`config.mk`:
```
export PLATFORM = sky130hd
export DESIGN_NAME = matrix_stream_ctrl
export DESIGN_NICKNAME = d
export VERILOG_FILES = /design/src/rtl/matrix_stream_ctrl_pkg.sv /design/src/rtl/matrix_stream_ctrl_index_counter.sv /design/src/rtl/matrix_stream_ctrl.sv
export SDC_FILE = /design/constraint.sdc
export NUM_CORES = 1
export LEC_CHECK = 0
export ABC_AREA = 1
export BUFFER_PORTS_ARGS = -buffer_cell sky130_fd_sc_hd__buf_2
export CAP_MARGIN = 20
export CORE_MARGIN = 2
export CORE_UTILIZATION = 44
export CTS_CLUSTER_SIZE = 20
export DETAILED_ROUTE_END_ITERATION = 6
export PLACE_DENSITY = 0.75
export RECOVER_POWER = 25
export REMOVE_ABC_BUFFERS = 1
export SYNTH_ARGS = -nofsm -noshare
export SYNTH_HDL_FRONTEND = slang
export SYNTH_SLANG_ARGS = --single-unit
```
`constraint.sdc`:
```
create_clock -name clk -period 1.55 [get_ports clk]
set_clock_uncertainty 0.05 [all_clocks]
set_input_delay 0.31 -clock clk [delete_from_list [all_inputs] [get_ports clk]]
set_output_delay 0.31 -clock clk [all_outputs]
set_load 0.005 [all_outputs]
```
`src/rtl/matrix_stream_ctrl_pkg.sv`:
```
// Shared constants and FSM encoding for the matrix streaming controller.
// Matrix storage is built from the same constants, so the element width and
// index widths always agree between the storage and this controller.
package matrix_stream_ctrl_pkg;

    localparam int MAX_DIM    = 5;  // largest row/column count
    localparam int ELEM_WIDTH = 8;  // element width in bits
    localparam int DIM_BITS   = 3;  // row/column index width
    localparam int RD_TIMEOUT = 4;  // WAIT cycles allowed before error
    localparam int DIM_PORT_W = 4;  // width of the m/n dimension ports

    typedef enum logic [2:0] {
        ST_IDLE  = 3'd0,
        ST_CHECK = 3'd1,
        ST_ISSUE = 3'd2,
        ST_WAIT  = 3'd3,
        ST_SEND  = 3'd4
    } state_t;

    // A dimension is usable when it is in 1..max_d.
    function automatic logic dim_in_range(input logic [DIM_PORT_W-1:0] d,
                                          input logic [DIM_PORT_W-1:0] max_d);
        return (d != '0) && (d <= max_d);
    endfunction

endpackage

```
`src/rtl/matrix_stream_ctrl_index_counter.sv`:
```
// matrix_index_counter: row/column walker for a row-major matrix stream.
// Ports:
//   clk, rst_n           clock, asynchronous active-low reset
//   i_clear              restart at row 0, column 0
//   i_advance            step to the next element (column wraps at i_last_col)
//   i_last_row/col       m-1 and n-1 of the matrix being walked
//   o_row, o_col         current element address
//   o_last_col, o_last   current element is in column n-1 / is the final one
module matrix_index_counter #(
    parameter int DIM_BITS = matrix_stream_ctrl_pkg::DIM_BITS
) (
    input  logic                clk,
    input  logic                rst_n,
    input  logic                i_clear,
    input  logic                i_advance,
    input  logic [DIM_BITS-1:0] i_last_row,
    input  logic [DIM_BITS-1:0] i_last_col,
    output logic [DIM_BITS-1:0] o_row,
    output logic [DIM_BITS-1:0] o_col,
    output logic                o_last_col,
    output logic                o_last
);
    import matrix_stream_ctrl_pkg::*;

    logic [DIM_BITS-1:0] r_row;
    logic [DIM_BITS-1:0] r_col;

    // NOTE: non-blocking assignments so every register updates from pre-edge values.
    always_ff @(posedge clk or negedge rst_n) begin
        if (!rst_n) begin
            r_row <= '0;
            r_col <= '0;
        end else if (i_clear) begin
            r_row <= '0;
            r_col <= '0;
        end else if (i_advance) begin
            // The caller never advances past the final element, so the row
            // index cannot run beyond m-1.
            if (r_col == i_last_col) begin
                r_col <= '0;
                r_row <= r_row + DIM_BITS'(1);
            end else begin
                r_col <= r_col + DIM_BITS'(1);
            end
        end
    end

    assign o_row      = r_row;
    assign o_col      = r_col;
    assign o_last_col = (r_col == i_last_col);
    assign o_last     = o_last_col && (r_row == i_last_row);

endmodule

```
`src/rtl/matrix_stream_ctrl.sv`:
```
// matrix_stream_ctrl: reads one stored m x n matrix element by element from
// storage and streams it out over a valid/ready interface, row-major.
// Ports:
//   clk, rst                    clock, asynchronous active-low reset
//   start, m, n, slot_idx       stream request and matrix selection
//   busy, done, err             status: not idle / end-of-stream / failure pulses
//   query_*                     storage occupancy query for the latched m x n
//   rd_*                        storage read request (rd_en) and response
//   out_*                       output stream with last-column / last flags
module matrix_stream_ctrl #(
    parameter int MAX_DIM    = matrix_stream_ctrl_pkg::MAX_DIM,
    parameter int ELEM_WIDTH = matrix_stream_ctrl_pkg::ELEM_WIDTH,
    parameter int DIM_BITS   = matrix_stream_ctrl_pkg::DIM_BITS,
    parameter int RD_TIMEOUT = matrix_stream_ctrl_pkg::RD_TIMEOUT
) (
    input  logic                  clk,
    input  logic                  rst,
    input  logic                  start,
    input  logic [3:0]            m,
    input  logic [3:0]            n,
    input  logic                  slot_idx,
    output logic                  busy,
    output logic                  done,
    output logic                  err,
    output logic [3:0]            query_m,
    output logic [3:0]            query_n,
    input  logic                  query_slot0_valid,
    input  logic                  query_slot1_valid,
    output logic                  rd_en,
    output logic [3:0]            rd_m,
    output logic [3:0]            rd_n,
    output logic                  rd_slot_idx,
    output logic [DIM_BITS-1:0]   rd_row_idx,
    output logic [DIM_BITS-1:0]   rd_col_idx,
    input  logic [ELEM_WIDTH-1:0] rd_elem,
    input  logic                  rd_elem_valid,
    output logic [ELEM_WIDTH-1:0] out_elem,
    output logic                  out_valid,
    input  logic                  out_ready,
    output logic                  out_last_col,
    output logic                  out_last
);
    import matrix_stream_ctrl_pkg::*;

    localparam int TMO_W = $clog2(RD_TIMEOUT + 1);

    state_t                r_state;
    state_t                w_state_nxt;
    logic [3:0]            r_m;
    logic [3:0]            r_n;
    logic                  r_slot;
    logic [ELEM_WIDTH-1:0] r_out_elem;
    logic                  r_done;
    logic                  r_err;
    logic [TMO_W-1:0]      r_tmo;

    logic                  w_accept;
    logic                  w_capture;
    logic                  w_advance;
    logic                  w_set_done;
    logic                  w_set_err;
    logic                  w_slot_valid;
    logic                  w_tmo_expired;
    logic                  w_dims_ok;
    logic [DIM_BITS-1:0]   w_row;
    logic [DIM_BITS-1:0]   w_col;
    logic [DIM_BITS-1:0]   w_last_row;
    logic [DIM_BITS-1:0]   w_last_col_idx;
    logic                  w_at_last_col;
    logic                  w_at_last;

    assign w_dims_ok      = dim_in_range(m, 4'(MAX_DIM)) && dim_in_range(n, 4'(MAX_DIM));
    assign w_slot_valid   = r_slot ? query_slot1_valid : query_slot0_valid;
    assign w_tmo_expired  = (r_tmo == TMO_W'(RD_TIMEOUT - 1));
    assign w_last_row     = DIM_BITS'(r_m - 4'd1);
    assign w_last_col_idx = DIM_BITS'(r_n - 4'd1);

    matrix_index_counter #(
        .DIM_BITS (DIM_BITS)
    ) u_index (
        .clk        (clk),
        .rst_n      (rst),
        .i_clear    (w_accept),
        .i_advance  (w_advance),
        .i_last_row (w_last_row),
        .i_last_col (w_last_col_idx),
        .o_row      (w_row),
        .o_col      (w_col),
        .o_last_col (w_at_last_col),
        .o_last     (w_at_last)
    );

    always_ff @(posedge clk or negedge rst) begin
        if (!rst) r_state <= ST_IDLE;
        else      r_state <= w_state_nxt;
    end

    // NOTE: defaults first so every path assigns every signal; a missed branch would infer a latch.
    always_comb begin
        w_state_nxt = r_state;
        w_accept    = 1'b0;
        w_capture   = 1'b0;
        w_advance   = 1'b0;
        w_set_done  = 1'b0;
        w_set_err   = 1'b0;
        case (r_state)
            ST_IDLE: begin
                if (start) begin
                    if (w_dims_ok) begin
                        w_accept    = 1'b1;
                        w_state_nxt = ST_CHECK;
                    end else begin
                        w_set_err = 1'b1;
                    end
                end
            end
            ST_CHECK: begin
                if (w_slot_valid) begin
                    w_state_nxt = ST_ISSUE;
                end else begin
                    w_set_err   = 1'b1;
                    w_state_nxt = ST_IDLE;
                end
            end
            // One cycle of rd_en per element gives storage a fresh rising edge.
            ST_ISSUE: w_state_nxt = ST_WAIT;
            ST_WAIT: begin
                if (rd_elem_valid) begin
                    w_capture   = 1'b1;
                    w_state_nxt = ST_SEND;
                end else if (w_tmo_expired) begin
                    w_set_err   = 1'b1;
                    w_state_nxt = ST_IDLE;
                end
            end
            ST_SEND: begin
                if (out_ready) begin
                    if (w_at_last) begin
                        w_set_done  = 1'b1;
                        w_state_nxt = ST_IDLE;
                    end else begin
                        w_advance   = 1'b1;
                        w_state_nxt = ST_ISSUE;
                    end
                end
            end
            default: w_state_nxt = ST_IDLE;
        endcase
    end

    always_ff @(posedge clk or negedge rst) begin
        if (!rst) begin
            r_m        <= '0;
            r_n        <= '0;
            r_slot     <= 1'b0;
            r_out_elem <= '0;
            r_done     <= 1'b0;
            r_err      <= 1'b0;
            r_tmo      <= '0;
        end else begin
            r_done <= w_set_done;
            r_err  <= w_set_err;
            if (w_accept) begin
                r_m    <= m;
                r_n    <= n;
                r_slot <= slot_idx;
            end
            // Captured only in WAIT, so the element is stable for all of SEND.
            if (w_capture) r_out_elem <= rd_elem;
            if (r_state == ST_WAIT) r_tmo <= r_tmo + TMO_W'(1);
            else                    r_tmo <= '0;
        end
    end

    assign busy         = (r_state != ST_IDLE);
    assign done         = r_done;
    assign err          = r_err;
    assign query_m      = r_m;
    assign query_n      = r_n;
    assign rd_m         = r_m;
    assign rd_n         = r_n;
    assign rd_slot_idx  = r_slot;
    assign rd_en        = (r_state == ST_ISSUE);
    assign rd_row_idx   = w_row;
    assign rd_col_idx   = w_col;
    assign out_elem     = r_out_elem;
    assign out_valid    = (r_state == ST_SEND);
    // Flags are qualified with out_valid so they read 0 outside SEND.
    assign out_last_col = out_valid && w_at_last_col;
    assign out_last     = out_valid && w_at_last;

endmodule

```
=== Word-level counts from Yosys, hierarchy flattened ===
Cells that the tools add are included.

* Bits in writable memories: 0
* Memories kept: 0
* Input bits: 24
* Register bits after elaboration: 31
* Output and inout port bits: 38
* Latch bits: 0
* Logic and storage cells: 75
* Memory bits (read-only): 0

* $add $sub $neg: 5
* Bitwise gates (word level): 0
* Reduce and logical (&&, ||, !) cells: 14
* Equality and inequality tests: 11
* Shift-type cells: 0
* $lt $le $gt $ge: 2
* Divide/modulo/power cells: 0
* Multipliers: 0
* Mux-type cells: 33

{| class="wikitable"
|+ Operator list
! operator !! count
|-
| $mux 3 || 12
|-
| $mux 1 || 17
|-
| $pmux 3 s5 || 1
|-
| $add 3x1->3 const B || 3
|-
| $eq 3x2->1 const B || 3
|-
| $le 4x3->1 const B || 2
|-
| $reduce_bool 4->1 || 2
|-
| $eq 3x3->1 || 2
|-
| $logic_and 1x1->1 || 6
|-
| $sub 3x1->3 const B || 2
|-
| $mux 2 || 2
|-
| $ne 2x2->1 const B || 2
|-
| $reduce_and 4->1 || 1
|-
| $reduce_bool 2->1 || 2
|-
| $eq 3x1->1 const B || 1
|-
| $eq 3x3->1 const B || 1
|-
| $logic_not 3->1 || 1
|-
| $ne 3x3->1 const B || 1
|-
| $pmux 1 s3 || 1
|-
| $reduce_bool 3->1 || 1
|-
| $ne 2x1->1 const B || 1
|-
| $reduce_and 2->1 || 1
|}

=== Logic depth before layout (Yosys ltp) ===
Gate-level depths: netlist of the first run.

* Word-level depth: 8
* Mapped depth: 14
* Depth with buffers taken out: 14

=== By module ===
From an unflattened synthesis of the first run, not the netlist that was laid out.

* Cell total of the unflattened synthesis: 215
* Area, all modules: 1799.2 um^2

{| class="wikitable"
|+ By module, submodules not included
! module !! seq. area each (um^2) !! area an instance (um^2) !! times used !! cells each
|-
| matrix_stream_ctrl || 625.6 || 1350.0 || 1 || 160
|-
| matrix_index_counter || 150.1 || 449.2 || 1 || 55
|}

=== Worst setup path after synthesis of the first run ===
Ideal clock, no wire load.

* Path type: register to output
* Start: reg r_n[0] (netlist: query_n[0])
* End: out out_last
* Path slack: -0.169 ns
* Cell stages (with the launch flop): 8
* Required time: 1.190 ns
* Buffers on the path: 0
* Arrival time: 1.359 ns
* Path through: dfrtp_1 -> inv_1 -> ha_1 -> xor2_1 -> nand2_1 -> nor2_2 -> inv_1 -> nor3_1

* Cells in the longest elaborated chain, start to end: 4

{| class="wikitable"
|+ RTL lines
! what !! line !! source
|-
| from (decl) || matrix_stream_ctrl.sv:50 || <nowiki>logic [3:0] r_n;</nowiki>
|-
| from (signal assigned) || matrix_stream_ctrl.sv:165 || <nowiki>r_n <= n;</nowiki>
|-
| $sub 3x1->3 || matrix_stream_ctrl.sv:76 || <nowiki>assign w_last_col_idx = DIM_BITS'(r_n - 4'd1);</nowiki>
|-
| $eq 3x3->1 || matrix_stream_ctrl_index_counter.sv:50 || <nowiki>assign o_last_col = (r_col == i_last_col);</nowiki>
|-
| $logic_and 1x1->1 || matrix_stream_ctrl_index_counter.sv:51 || <nowiki>assign o_last = o_last_col && (r_row == i_last_row);</nowiki>
|-
| $logic_and 1x1->1 || matrix_stream_ctrl.sv:190 || <nowiki>assign out_last = out_valid && w_at_last;</nowiki>
|-
| to (decl) || matrix_stream_ctrl.sv:41 || <nowiki>output logic out_last</nowiki>
|}

Every way passes these cells.

=== Worst setup path in the final report of the first run ===
* Start: reg r_n[1] (netlist: query_n[1])
* End: out out_last

Same word-level chain as after synthesis.

==> results of run 1 <==
## critical path, delay by kind of cell (launching register included)
family / cells / cell delay, ps
xor gates and xnor gates: 1 / 130
DFF: 1 / 370
and+or+nand+nor: 3 / 330
buffers and inverters: 3 / 260
adders and majority gates: 1 / 250
## worst min path at each step
stage | to | startpoint | slack (ps) | depth (start not counted)
final | rd_slot_idx$_DFFE_PN0N_ | slot_idx | 170 | 3
after global routing | rd_slot_idx$_DFFE_PN0N_ | slot_idx | 160 | 3
after CTS | rd_slot_idx$_DFFE_PN0N_ | slot_idx | 160 | 3
after detailed placement | query_m[2]$_DFFE_PN0N_ | rst | 300 | 2
after global placement | query_m[2]$_DFFE_PN0N_ | rst | 290 | 2
after floorplan | done$_DFF_PN0_ | rst | -40 | 0
## final cells by class
| cell class | count | area [um^2] | area share [%] |
|---|---|---|---|
| well taps | 48 | 60.1 | 2.56 |
| inverters | 37 | 139 | 5.92 |
| flip-flops and latches | 31 | 777 | 33.1 |
| repair buffers | 81 | 469 | 20.0 |
| clock buffers | 5 | 68.8 | 2.93 |
| clock inverters | 3 | 20.0 | 0.853 |
| multi-input cells | 117 | 813 | 34.6 |
## state kept, by name (all words and copies together) (netlist names)
name           count
u_index.o_row      3
rd_slot_idx        1
r_tmo              3
err                1
query_m            4
done               1
r_state            3
u_index.o_col      3
out_elem           8
query_n            4
## routing by layer
metal | vias up | track usage (%) | part of all wire, %
li1 | 750 | - | -
met1 | 713 | 22.2 | 41
met4 | 0 | 6.89 | 1.0
met2 | 49 | 29.7 | 52
met5 | - | 0 | 0
met3 | 4 | 5.11 | 5.8
## cell usage in the layout, fill, tap and decap left out, drive strengths merged, types with 2 or more instances in the layout
cell type,count
nand2,45
clkinvlp,2
mux2,8
dfrtp,31
inv,37
a21oi,3
buf,79
nand3,12
xor2,4
clkbuf,6
o21ai,12
ha,6
nor3,4
nor2,19
## logic make-up after synthesis
logic type      share of synthesized area (%)
compound gates                           5.41
xor+xnor                                 2.59
fa+ha+maj                                4.44
buf+inv                                  12.4
flops                                    45.9
mux                                      5.33
simple gates                             23.9
## metrics by stage
stage | instances | total power, mW
2_1_floorplan | 185 | 2.40
3_3_place_gp | 305 | 3.18
3_5_place_dp | 305 | 3.24
4_1_cts | 318 | 4.05
5_1_grt | 322 | 4.63
6_report | 322 | 4.27
## what timing repair did
item / 4_1_cts / 5_1_grt
setup buffers: 6 / 4
pin swaps: 13 / 10
endpoints found under the hold margin: 31 / 0
gates resized for setup: 15 / 21
hold buffers: 1 / 0
endpoints found under the setup margin: 11 / 16
## power groups by stage
stage	clock network, mW	registers (mW)	logic [mW]
finish	0.629	1.36	2.28
floorplan	0	1.43	0.976
detailed placement	0	1.35	1.89
global route	0.698	1.40	2.53
global placement	0	1.34	1.83
CTS	0.649	1.34	2.06
==> impl_metrics.yaml, run 1 <==
floorplan:
  die_w_um: 66.0
  num_io_pins: 62
  dieArea_um2: 4350
  dieHeight_um: 66.0
  fp-row-count: 22
  start_util_pct: 45.8
  core_area_um2: 3690
placed_design:
  place_ws_ps: -248
  post-dp-hpwl_um: 2690
  routabilityCongestion: 0.868
  place_area_um2: 2070
  port-buffer-count: 61
worst_setup_path:
  cp_slowest_cell: "dfrtp_1"
  startpoint: "query_n[1]$_DFFE_PN0N_"
  required_ps: 1190
  path_cells: "inv_2, ha_4, xor2_1, nand2_1, nor2_2, inv_2, nor3_2, buf_2"
  end_kind: "primary output"
  crit_path_end: "out_last"
  start_kind: "register"
  reg2reg_slack_ps: -300
  rr_worst_depth: 14
  worst_ep_arrival_time_ps: 1620
  r2r-start: "query_m[0]$_DFFE_PN0N_"
  crit_path_max_fanout: 3
  crit_top_cell: "inv_2"
  cpPeakStageDelay_ps: 370
  critical_path_class: "register to primary output"
  reg2reg_to: "u_index.o_row[1]$_DFFE_PN0P_"
sta:
  fmax_mhz: 504
  worst_slew_pin_slew_ps: 780
  slew_headroom_pct: 48.0
  tns_ps: -2580
  drv_slew: 0
  finalCriticalPeriod_ps: 1980
  min_period_over_period_pct: 128
  setup_viol_count_final: 10
  holdWs_ps: 170
  finalHoldViolCount: 0
  grt_setup_unrepaired: "yes"
  setup_ws_ps: -432
outcome:
  violations: "negative setup slack"
  status: "finished, violations left"
global_routing:
  overflow: 0
  grt_pass1_vias: 1345
  antenna_found_initial: 0
  grt_max_degree: 32
  grt_pass1_wl_um: 5830
  grt_usage_pct: 17.9
synthesis:
  synth-seq-cells: 31
  netlist_top_cells_count: "nand2_1 (39), inv_1 (35), dfrtp_1 (31)"
  synth_edf_count: 0
  yosys.cell_types.count: 25
  post_synth_instance_area_um2: 1690
  yosysTopAreaCell: "dfrtp_1"
  avgSynthCellArea_um2: 8.71
  synthFlopType: "dfrtp_1"
  ys_seq_area_share_pct: 45.9
  async_flop_share_pct: 100
  syn_inst: 194
  synth_top_area_share_pct: 45.9
  yosys_warnings: 0
  synthTopCellsByArea: "dfrtp_1 (46%), nand2_1 (8.7%), inv_1 (7.8%), mux2_2 (5.3%), ha_1 (4.4%)"
  synth.most_common_cell: "nand2_1"
clocking:
  cts_tree: "built"
  cts-root-buf: "clkbuf_8"
  cts_buffer_depth: 2
  cts_buffers: 5
  clock_latency_ps: 280
  cts_num_sinks: 31
  htree_levels: 2
  clkTransAtPathRegs_ps: 70
cells_and_area:
  diodes: 0
  design_area_um2: 2350
  final_core_util_pct: 63.6
  nets: 303
  syn2layout_area_growth_pct: 39.0
  drive_above_1_share_pct: 50.4
  fillerInstances: 316
routing:
  vias: 1516
  drt_iter0_drc: 59
  dr.pass1.iters: 4
  ant_nets: 0
  drc: 0
  drt-total-wl_um: 3790
  routedWlPerCell_um: 11.8
  viasPerCell: 4.71
power_and_ir_drop:
  leakage_nw: 1.34
  combPwrFrac_pct: 53.5
  sw_frac_of_total_pct: 39.8
  power.internal_mw: 2.57
  vdd_drop_max_uv: 1310
  netSwitchingPower_mw: 1.70
  power_frac_seq_pct: 31.8
  power_density_nw_per_um2: 1820
  clkPwrFrac_pct: 14.7
job:
  maxCapViolations: 0
min_path:
  hp-class: "input pin to register"
Power figures use the tool's default switching activity.
==> inputs of run 2 (changes only) <==
--- a/config.mk
+++ b/config.mk
@@ -13,7 +13,6 @@
 export CTS_CLUSTER_SIZE = 20
 export DETAILED_ROUTE_END_ITERATION = 6
 export PLACE_DENSITY = 0.75
-export RECOVER_POWER = 25
 export REMOVE_ABC_BUFFERS = 1
 export SYNTH_ARGS = -nofsm -noshare
 export SYNTH_HDL_FRONTEND = slang
==> impl_metrics.yaml, run 2 (synthesized netlist as in run 1, its figures left out) <==
floorplan:
  num_io_pins: 62
  fp-row-count: 22
  dieHeight_um: 66.0
  core_area_um2: 3690
  die_w_um: 66.0
  dieArea_um2: 4350
  start_util_pct: 45.8
global_routing:
  grt_max_degree: 32
  grt_pass1_wl_um: 5830
  antenna_found_initial: 0
  grt_pass1_vias: 1345
  grt_usage_pct: 17.9
  overflow: 0
routing:
  drt-total-wl_um: 3790
  drt_iter0_drc: 58
  dr.pass1.iters: 4
  ant_nets: 0
  vias: 1513
  viasPerCell: 4.70
  drc: 0
  routedWlPerCell_um: 11.8
sta:
  worst_slew_pin_slew_ps: 401
  grt_setup_unrepaired: "yes"
  finalCriticalPeriod_ps: 1980
  drv_slew: 0
  min_period_over_period_pct: 128
  slew_headroom_pct: 73.3
  setup_viol_count_final: 10
  setup_ws_ps: -432
  holdWs_ps: 170
  fmax_mhz: 504
  finalHoldViolCount: 0
  tns_ps: -2580
clocking:
  cts-root-buf: "clkbuf_8"
  cts_tree: "built"
  cts_num_sinks: 31
  clock_latency_ps: 280
  cts_buffers: 5
  clkTransAtPathRegs_ps: 70
  htree_levels: 2
  cts_buffer_depth: 2
cells_and_area:
  fillerInstances: 315
  diodes: 0
  design_area_um2: 2350
  final_common_cell: "buf_2"
  final_core_util_pct: 63.7
  layoutNonFillerInstCount: 322
  drive_above_1_share_pct: 50.4
  largest_reg_flops: 8
  final_cell_mix: "buf_2 (60), nand2_1 (38), dfrtp_1 (30), inv_1 (25), buf_4 (17)"
  syn2layout_area_growth_pct: 39.1
  nets: 303
power_and_ir_drop:
  vdd_drop_max_uv: 1310
  leakage_nw: 1.34
  power_density_nw_per_um2: 1820
  finalPower_mw: 4.27
outcome:
  status: "finished, violations left"
  violations: "negative setup slack"
worst_setup_path:
  start_kind: "register"
  crit_path_max_fanout: 3
  required_ps: 1190
  worst_ep_arrival_time_ps: 1620
  end_kind: "primary output"
  critical_path_class: "register to primary output"
placed_design:
  place_ws_ps: -248
  port-buffer-count: 61
  dpl.cell_count: 305
  place_area_um2: 2070
  post-dp-hpwl_um: 2690
  routabilityCongestion: 0.868
job:
  maxCapViolations: 0
min_path:
  hp-class: "input pin to register"
-- run 2: final cells by class --
cell class / instances / area [um^2] / share of cell area [%]
Clock buffer: 5 / 68.8 / 2.93
Clock inverter: 3 / 20.0 / 0.852
Inverter: 37 / 139 / 5.91
Multi-Input combinational cell: 117 / 813 / 34.6
Sequential cell: 31 / 777 / 33.1
Tap cell: 48 / 60.1 / 2.56
Timing Repair Buffer: 81 / 472 / 20.1
-- run 2: path summary, 6_finish.rpt --
path / to / startpoint / slack [ps] / cells past startpoint
setup reg to reg: u_index.o_row[1]$_DFFE_PN0P_ / query_m[0]$_DFFE_PN0N_ / -300 / 14
hold reg to reg: r_tmo[0]$_DFF_PN0_ / r_tmo[0]$_DFF_PN0_ / 390 / 1
max in group asynchronous: r_state[2]$_DFFE_PN0P_ / rst / 630 / 3
setup / recovery: out_last / query_n[1]$_DFFE_PN0N_ / -430 / 8
hold / removal: rd_slot_idx$_DFFE_PN0N_ / slot_idx / 170 / 3
min in group asynchronous: query_m[2]$_DFFE_PN0N_ / rst / 510 / 3
-- run 2: worst max-delay path, stage by stage, from the launching register on --
cell	delay, ps
dfrtp_1	370
inv_2	60
ha_4	250
xor2_1	130
nand2_1	70
nor2_2	120
inv_2	70
nor3_2	140
buf_2	130
-- run 2: repair_timing --
action | 4_1_cts | 5_1_grt
pin swaps | 13 | 10
endpoints found under the hold margin | 31 | 0
hold buffers | 1 | 0
setup endpoints to repair | 11 | 16
gates resized for setup | 15 | 21
buffers inserted | 6 | 4
-- run 2: power breakdown --
| part | leakage [nW] | total (mW) | internal [mW] | switching, mW |
|---|---|---|---|---|
| clock network | 0.0402 | 0.629 | 0.312 | 0.317 |
| registers | 0.404 | 1.36 | 1.13 | 0.233 |
| logic | 0.900 | 2.28 | 1.13 | 1.15 |
| total | 1.34 | 4.27 | 2.57 | 1.70 |
-- run 2: metal layers --
layer | track usage (%) | vias to the layer above | routed length, um
met4 | 6.89 | 0 | 39
met1 | 22.2 | 714 | 1570
li1 | - | 749 | -
met2 | 29.7 | 46 | 1960
met5 | 0 | - | 0
met3 | 5.11 | 4 | 215
==> inputs of run 3 (changes only) <==
--- a/config.mk
+++ b/config.mk
@@ -9,11 +9,11 @@
 export BUFFER_PORTS_ARGS = -buffer_cell sky130_fd_sc_hd__buf_2
 export CAP_MARGIN = 20
 export CORE_MARGIN = 2
-export CORE_UTILIZATION = 44
+export CORE_UTILIZATION = 35
 export CTS_CLUSTER_SIZE = 20
 export DETAILED_ROUTE_END_ITERATION = 6
-export PLACE_DENSITY = 0.75
 export REMOVE_ABC_BUFFERS = 1
+export SLEW_MARGIN = 15
 export SYNTH_ARGS = -nofsm -noshare
 export SYNTH_HDL_FRONTEND = slang
 export SYNTH_SLANG_ARGS = --single-unit
==> impl_metrics.yaml, run 3 (synthesized netlist as in run 1, its figures left out) <==
cells_and_area:
  final_common_cell: "buf_2"
  nets: 302
  final_cell_mix: "buf_2 (61), nand2_1 (32), dfrtp_1 (30), inv_1 (24), buf_4 (16)"
  register_area_um2: 777
  diodes: 0
  final_core_util_pct: 50.5
  drive_above_1_share_pct: 50.5
  fillerInstances: 448
  largest_reg_flops: 8
  syn2layout_area_growth_pct: 40.4
  multi_input_area_um2: 810
floorplan:
  die_w_um: 73.5
  dieArea_um2: 5400
  dieHeight_um: 73.5
  num_io_pins: 62
  start_util_pct: 36.0
  fp-row-count: 25
  core_area_um2: 4690
outcome:
  violations: "negative setup slack"
  status: "finished, violations left"
global_routing:
  grt_pass1_wl_um: 5850
  grt_max_degree: 32
  globalRouteMet3Util_pct: 3.70
  gr-max-usage-layer: "met2"
  gr-usage-met2_pct: 21.6
  overflow: 0
  antenna_found_initial: 0
  grt_usage_pct: 14.2
  grt_pass1_vias: 1360
  grt.met1_usage_pct: 19.2
routing:
  ant_nets: 0
  drt_iter0_drc: 51
  vias: 1437
  dr.pass1.iters: 4
  viasPerCell: 4.39
  routedWlPerCell_um: 11.0
  drc: 0
  drt-total-wl_um: 3600
worst_setup_path:
  reg2reg_slack_ps: -180
  reg2reg_to: "u_index.o_row[1]$_DFFE_PN0P_"
  end_kind: "primary output"
  required_ps: 1190
  start_kind: "register"
  rr_worst_depth: 12
  worst_ep_arrival_time_ps: 1610
  critical_path_class: "register to primary output"
  crit_path_max_fanout: 2
  r2r-start: "query_n[1]$_DFFE_PN0N_"
clocking:
  htree_levels: 2
  clkTransAtPathRegs_ps: 70
  cts_tree: "built"
  cts_buffer_depth: 2
  clock_latency_ps: 280
  cts_num_sinks: 31
  cts_buffers: 5
  cts-root-buf: "clkbuf_8"
placed_design:
  post-dp-hpwl_um: 2780
  routabilityCongestion: 0.835
  port-buffer-count: 61
power_and_ir_drop:
  power_density_nw_per_um2: 1870
  vdd_drop_max_uv: 793
  leakage_nw: 1.35
min_path:
  hold_start: "slot_idx"
  hp-class: "input pin to register"
  whs_endpoint: "rd_slot_idx$_DFFE_PN0N_"
  hold_path_depth: 3
sta:
  drv_slew: 0
  slew_headroom_pct: 74.0
  fmax_mhz: 506
  min_period_over_period_pct: 127
  setup_ws_ps: -425
  setup_viol_count_final: 9
  grt_setup_unrepaired: "yes"
  tns_ps: -1780
  worst_slew_pin_slew_ps: 390
  finalCriticalPeriod_ps: 1970
  finalHoldViolCount: 0
job:
  maxCapViolations: 0
[run 3: changes by cell type in the layout (fill, tap and decap cells not counted), sizes merged]
cell / before / now
bufinv: 0 / 1
buf: 80 / 79
clkinvlp: 2 / 0
clkbuf: 5 / 6
[run 3: routing by layer]
| layer | routed length (um) | vias up |
|---|---|---|
| met5 | 0 | - |
| met4 | 47 | 0 |
| met3 | 160 | 6 |
| met2 | 1710 | 40 |
| met1 | 1680 | 639 |
| li1 | - | 752 |
[run 3: final cells by class]
type                            count  area share [%]
Sequential cell                    31            32.8
Tap cell                           54            2.85
Multi-Input combinational cell    117            34.1
Timing Repair Buffer               80            19.3
Clock inverter                      2            1.48
Clock buffer                        6            3.48
Inverter                           37            5.96
[run 3: what timing repair did]
item	4_1_cts	5_1_grt
pin swaps	9	10
endpoints found under the hold margin	25	0
resized for setup	14	25
setup buffers	2	1
hold buffers	1	0
endpoints found under the setup margin	10	14
[run 3: power by group]
group	total (mW)	switching, mW	internal (mW)
registers	1.34	0.217	1.13
logic	2.27	1.13	1.14
clock network	0.826	0.306	0.520
[run 3: worst max-delay path, cell delays in order (launching register included)]
cell	delay, ps
dfrtp_1	380
inv_2	70
ha_4	200
nand2_2	50
inv_2	30
nor2_1	70
nand2_1	90
nor2_4	130
inv_2	40
nor3_2	140
buf_2	130
[run 3: stage by stage]
stage,power (mW),cell area [um^2],hold WS (ps),std cells,setup WS [ps]
after floorplan,2.40,1620,-35.6,185,-188
after global placement,3.27,2100,303,315,-217
after global routing,4.82,2370,195,327,-531
after detailed placement,3.30,2100,303,315,-226
final,4.44,2370,173,327,-425
after CTS,4.29,2290,164,326,-457
[run 3: how the worst max path moves through the flow]
stage | cells after the start | start | endpoint
floorplan | 7 | query_n[0]$_DFFE_PN0N_ | out_last
global placement | 10 | query_m[0]$_DFFE_PN0N_ | out_last
detailed placement | 10 | query_m[0]$_DFFE_PN0N_ | out_last
CTS | 8 | query_n[0]$_DFFE_PN0N_ | out_last
global route | 8 | query_n[0]$_DFFE_PN0N_ | out_last
finish | 10 | query_m[1]$_DFFE_PN0N_ | out_last
